File: src/rtl/carregador_hd_pkg.sv
// Shared definitions for the HD-to-instruction-memory loader: state encoding,
// default widths and the transfer-size limit.
package carregador_hd_pkg;

   typedef enum logic [2:0] {
      OCIOSO  = 3'd0,
      VALIDA  = 3'd1,
      LEITURA = 3'd2,
      ESPERA  = 3'd3,
      ESCRITA = 3'd4,
      FIM     = 3'd5
   } estado_t;

   localparam int LARGURA_DADO_PAD = 32;
   localparam int PROF_MI_PAD      = 64;
   localparam int MAX_PALAVRAS     = 64;

   // A request is rejected if it is empty, too long, or runs past the last sector.
   function automatic logic transferencia_invalida(input logic [5:0] setor,
                                                   input logic [6:0] num,
                                                   input logic [7:0] limite);
      logic [7:0] soma;
      soma = {2'b00, setor} + {1'b0, num};
      return (num == 7'd0) || ({1'b0, num} > limite) || (soma > limite);
   endfunction

endpackage

File: src/rtl/carregador_hd_contador.sv
// Loadable 7-bit word index counter; terminal flags the last word of the
// transfer (index == limite-1).
module contador_palavras (
   input  logic       clk,
   input  logic       rst_n,
   input  logic       carga,
   input  logic [6:0] valor_carga,
   input  logic       incr,
   input  logic [6:0] limite,
   output logic [6:0] indice,
   output logic       terminal
);

   always_ff @(posedge clk or negedge rst_n) begin
      if (!rst_n)
         indice <= '0;
      else if (carga)
         indice <= valor_carga;
      else if (incr)
         indice <= indice + 7'd1;
   end

   assign terminal = (indice == (limite - 7'd1));

endmodule

File: src/rtl/carregador_hd.sv
// Copies a block of words from a simulated HD track/sector range into the
// instruction memory, one word every three cycles.
//
// state   | meaning
// OCIOSO  | idle, waiting for inicio
// VALIDA  | check the latched request, clear the index
// LEITURA | drive hd_le with track/sector of the current word
// ESPERA  | HD data valid, capture it
// ESCRITA | write captured word to MI, advance index
// FIM     | one-cycle pronto, back to idle
module carregador_hd
   import carregador_hd_pkg::*;
#(
   parameter int LARGURA_DADO = LARGURA_DADO_PAD,
   parameter int PROF_MI      = PROF_MI_PAD
) (
   input  logic                    clk,
   input  logic                    reset,
   input  logic                    inicio,
   input  logic                    aborta,
   input  logic [3:0]              trilha,
   input  logic [5:0]              setor_ini,
   input  logic [6:0]              num_palavras,
   input  logic [LARGURA_DADO-1:0] hd_dado,
   output logic [3:0]              hd_trilha,
   output logic [5:0]              hd_setor,
   output logic                    hd_le,
   output logic [5:0]              mi_ender,
   output logic [LARGURA_DADO-1:0] mi_dado,
   output logic                    mi_esc,
   output logic                    ocupado,
   output logic                    pronto,
   output logic                    erro
);

   // A shallower MI than the HD sector space tightens the accepted range.
   localparam logic [7:0] LIMITE_MI = (PROF_MI < MAX_PALAVRAS) ? 8'(PROF_MI) : 8'(MAX_PALAVRAS);

   estado_t                 estado, prox;
   logic [3:0]              trilha_r;
   logic [5:0]              setor_r;
   logic [6:0]              num_r;
   logic [LARGURA_DADO-1:0] dado_r;
   logic                    erro_r;

   logic       carga, incr, captura, seta_erro, aceita;
   logic [6:0] indice;
   logic       terminal;
   logic       unused_indice_msb;

   assign aceita = (estado == OCIOSO) && inicio;

   contador_palavras u_contador (
      .clk         (clk),
      .rst_n       (reset),
      .carga       (carga),
      .valor_carga (7'd0),
      .incr        (incr),
      .limite      (num_r),
      .indice      (indice),
      .terminal    (terminal)
   );

   assign unused_indice_msb = indice[6];

   always_ff @(posedge clk or negedge reset) begin
      if (!reset) begin
         estado   <= OCIOSO;
         trilha_r <= '0;
         setor_r  <= '0;
         num_r    <= '0;
         dado_r   <= '0;
         erro_r   <= 1'b0;
      end else begin
         estado <= prox;
         if (aceita) begin
            trilha_r <= trilha;
            setor_r  <= setor_ini;
            num_r    <= num_palavras;
            erro_r   <= 1'b0;
         end else if (seta_erro) begin
            erro_r <= 1'b1;
         end
         if (captura)
            dado_r <= hd_dado;
      end
   end

   always_comb begin
      prox      = estado;
      carga     = 1'b0;
      incr      = 1'b0;
      captura   = 1'b0;
      seta_erro = 1'b0;
      case (estado)
         OCIOSO: if (inicio) prox = VALIDA;
         VALIDA: begin
            if (aborta || transferencia_invalida(setor_r, num_r, LIMITE_MI)) begin
               seta_erro = 1'b1;
               prox      = FIM;
            end else begin
               carga = 1'b1;
               prox  = LEITURA;
            end
         end
         LEITURA: begin
            if (aborta) begin
               seta_erro = 1'b1;
               prox      = FIM;
            end else begin
               prox = ESPERA;
            end
         end
         ESPERA: begin
            if (aborta) begin
               seta_erro = 1'b1;
               prox      = FIM;
            end else begin
               captura = 1'b1;
               prox    = ESCRITA;
            end
         end
         ESCRITA: begin
            // The write in this cycle always completes; abort only ends the loop.
            incr = 1'b1;
            if (aborta) begin
               seta_erro = 1'b1;
               prox      = FIM;
            end else if (terminal) begin
               prox = FIM;
            end else begin
               prox = LEITURA;
            end
         end
         FIM:     prox = OCIOSO;
         default: prox = OCIOSO;
      endcase
   end

   assign hd_le     = (estado == LEITURA);
   assign hd_trilha = hd_le ? trilha_r : '0;
   assign hd_setor  = hd_le ? (setor_r + indice[5:0]) : '0;
   assign mi_esc    = (estado == ESCRITA);
   assign mi_ender  = mi_esc ? indice[5:0] : '0;
   assign mi_dado   = mi_esc ? dado_r : '0;
   assign ocupado   = (estado != OCIOSO) && (estado != FIM);
   assign pronto    = (estado == FIM);
   assign erro      = erro_r;

endmodule
File: config.mk
export PLATFORM = sky130hd
export DESIGN_NAME = carregador_hd
export DESIGN_NICKNAME = d
export VERILOG_FILES = /design/src/rtl/carregador_hd_pkg.sv /design/src/rtl/carregador_hd_contador.sv /design/src/rtl/carregador_hd.sv
export SDC_FILE = /design/constraint.sdc
export NUM_CORES = 1
export LEC_CHECK = 0
export ABC_CLOCK_PERIOD_IN_PS = 4500
export CORE_MARGIN = 4
export CORE_UTILIZATION = 50
export CTS_CLUSTER_SIZE = 30
export DETAILED_ROUTE_END_ITERATION = 10
export PLACE_DENSITY_LB_ADDON = 0.2
export SLEW_MARGIN = 20
export SYNTH_ARGS = -nofsm -noshare
export SYNTH_HDL_FRONTEND = slang
export SYNTH_SLANG_ARGS = --single-unit
File: constraint.sdc
create_clock -name clk -period 4.5 [get_ports clk]
set_input_delay 1.35 -clock clk [delete_from_list [all_inputs] [get_ports clk]]
set_output_delay 1.35 -clock clk [all_outputs]
set_load 0.005 [all_outputs]
==> summary.md <==
| Metric | Value |
|---|---|
| Status | `complete, no violations` |
| Final antenna-violating net count | `0` |
| Final min period | `a little under 4 ns` |
| Die height | `between 90 and 100 um` |
| Design area | `4730 um^2` |
| Pre-antenna DRT Iters | `4` |
| Num ports | `roughly 110` |
| First-pass GRT wire length | `approximately 14,000 um` |
| Placed cell areas | `approximately 4500 um^2` |
| Mean area per synthesized cell | `around 11 um^2` |
| Initial antenna violation count | `0` |
| Routability cong. | `about 0.86` |
| Layout area overhead | `39.8%` |
| Setup crit end | `hd_setor[5]` |
| Lkg Pwr | `roughly 2.1 nW` |
| RSZ-0062 raised after global routing | `false` |
| Grt total ovfl | `0` |
| YS warnings | `0` |
| Clk root buf | `clkbuf_8` |
| # DRC | `0` |
| Met1 Usage GRT | `between 20% and 30%` |
| Hold buffers post-CTS | `0` |
| Cts bufs inserted | `9` |
| FFs w/ async S/R, synth | `100%` |
| Mapped Cells | `between 300 and 400` |
| Fillers | `between 400 and 500` |
| Die width | `approximately 90 um` |
| Fmax | `260 MHz` |
| CTS tree | `built` |
| Clock sinks | `60` |
| Worst-case clock buffer depth | `2` |
| Ranking of synthesized cells by area | `dfrtp_1, mux2_2, and3_1` |
| Fin crit share | `85.4%` |
| Hold WC Path Type | `flip-flop to flip-flop` |
| Most frequent cells in the layout | `clkdlybuf4s50_1, dfrtp_1, mux2_2` |
| Setup tns final | `0 ns` |
| Diodes inserted | `0` |
| Via count | `2,772` |
| H-tree Lvls | `3` |
| Final net count | `a little under 500` |
| Worst hold slack | `0.503 ns` |
| Dominant cell type by area after synthesis | `dfrtp_1` |
| Critical path required time | `3.15 ns` |
| Final Max Tran Viols | `0` |
| Critical path arrival | `around 2.5 ns` |
| Routed wire per std cell | `17.1 um` |
| Hold path startpoint | `dado_r[20]$_DFFE_PN0P_` |
| Vias in the first global route | `approximately 2,800` |
| VDD IR max | `between 0.0004 and 0.0005 V` |
| Cell Area, Synth | `between 3000 and 4000 um^2` |
| Placed cell count | `a little under 500` |
| Commonest non-fill, non-tap cell in the layout | `clkdlybuf4s50_1` |
| Critical R2R Capture | `estado[1]$_DFFE_PN0P_` |
| Crit start category | `flip-flop` |
| R2r setup slk | `approximately 1.8 ns` |
| Final setup skew | `between 0.008 and 0.009 ns` |
| CTS resizes | `0` |
| Die ar. | `8150 um^2` |
| Final Non-Filler Cells | `approximately 500` |
| CP max FO | `8` |
| Top-area cell type share of the netlist area | `44.3%` |
| Most Crowded Layer GR | `met2` |
| Seq/Total Area, Yosys | `between 40% and 50%` |
| Final worst slack | `around 0.66 ns` |
| GRT Util Overall | `between 20 and 25%` |
| Final hold vios | `0` |
| FF-to-FF Start | `num_r[3]$_DFFE_PN0P_` |
| Initial core utilization | `between 50% and 60%` |
| Syn_nets | `386` |
| Initial DRC count | `around 150` |
| Final setup viols | `0` |
| Met2 usage | `between 30% and 40%` |
| EDFF count, synth | `0` |
| Ys flop type | `dfrtp_1` |
| Crit. Startpoint | `u_contador.indice[1]$_DFFE_PN0P_` |
| Total power | `between 3 and 4 mW` |
| PwrDens | `just under 700 nW/um^2` |
| Maxcap violations | `0` |
| Distinct cells, synth | `slightly above 40` |
| Row count | `29` |
| Worst Setup End Kind | `output port` |
| Yosys reg bits | `60` |
| Via density | `around 5.5` |
| Reg2reg path depth | `7` |
| Largest net degree at the start of global routing | `49` |
| Slew @ Worst Pin | `0.874 ns` |
| IO Port Bufs | `105` |
| Final WL | `approximately 8600 um` |
| Worst-Skew Late Latency | `0.34 ns` |
| DP Wirelength | `~6300 um` |
| Core area | `roughly 6500 um^2` |
| Grt met3 use | `under 10%` |
| Postcts setup bufs | `0` |
| CTS clk-pin slew, worst paths | `roughly 0.070 ns` |
| Slew margin rel. | `roughly two fifths` |
| Fraction of layout cells with a size suffix above 1 | `~18%` |
| Kind of critical path | `flip-flop to output port` |
| Pre-CTS WS | `slightly above 1 ns` |
| Final Util | `about three quarters` |
## sequential cells by signal (all words and copies together), names as in the netlist
name and cells:
dado_r 32, u_contador.indice 7, estado 3, trilha_r 4, erro 1, num_r 7, setor_r 6
## final cells by class
class | count | area (um^2) | area share [%]
inverter | 10 | 37.5 | 0.793
sequential | 60 | 1500 | 31.7
clock buffer | 9 | 124 | 2.62
timing repair buffer | 110 | 1080 | 22.9
clock inverter | 7 | 97.6 | 2.06
multi-input combinational | 231 | 1790 | 37.9
tap | 77 | 96.3 | 2.03
## cell families (layout without fill, tap and decap cells)
group / after synthesis / count (layout) / share of synthesized area (%)
AOI/OAI and AO/OA: 35 / 35 / 7.10
xor gates and xnor gates: 22 / 22 / 5.69
muxes: 48 / 48 / 15.9
and+or+nand+nor: 111 / 111 / 18.0
adders and majority gates: 15 / 15 / 5.99
DFF: 60 / 60 / 44.3
buffers and inverters: 27 / 136 / 2.99
## routing by layer
metal | wire length [um] | up-vias
li1 | - | 1341
met5 | 0 | -
met4 | 121 | 0
met3 | 677 | 12
met2 | 3980 | 87
met1 | 3860 | 1332
## worst max-delay path, stage by stage, from the launching register on
cell,delay (ns)
dfrtp_1,0.54
ha_1,0.30
a21o_1,0.16
a21oi_1,0.22
o21bai_1,0.09
a21oi_1,0.17
xnor2_1,0.09
nor2_1,0.08
clkdlybuf4s50_1,0.51
## cells in the mapped netlist (all sizes together) (2+ instances only)
cell type  count
dfrtp         60
o21ai          8
fa             2
a211oi         3
nor3           3
a221oi         3
mux2          46
inv            9
nor2          22
nor2b          3
clkbuf        16
nor3b          3
nand2         14
and3          45
nor4           2
xnor2          8
xor2          14
a31oi          2
nand4          4
nand2b         4
o21bai         3
ha            13
a21oi         11
nand3          4
mux2i          2
## worst min-delay path by stage
stage | to | slack, ns | cells past startpoint
floorplan | dado_r[0]$_DFFE_PN0P_ | 0.47 | 1
global placement | dado_r[8]$_DFFE_PN0P_ | 0.48 | 1
detailed placement | dado_r[23]$_DFFE_PN0P_ | 0.49 | 1
CTS | dado_r[23]$_DFFE_PN0P_ | 0.50 | 1
global route | dado_r[6]$_DFFE_PN0P_ | 0.52 | 1
finish | dado_r[20]$_DFFE_PN0P_ | 0.50 | 1
## power breakdown
group	switching [mW]	total [mW]	internal (mW)	leakage [nW]
Combinational	0.749	1.60	0.851	1.28
Sequential	0.246	1.04	0.799	0.733
Clock	0.228	0.542	0.314	0.106
(Power assumes the default switching activity.)
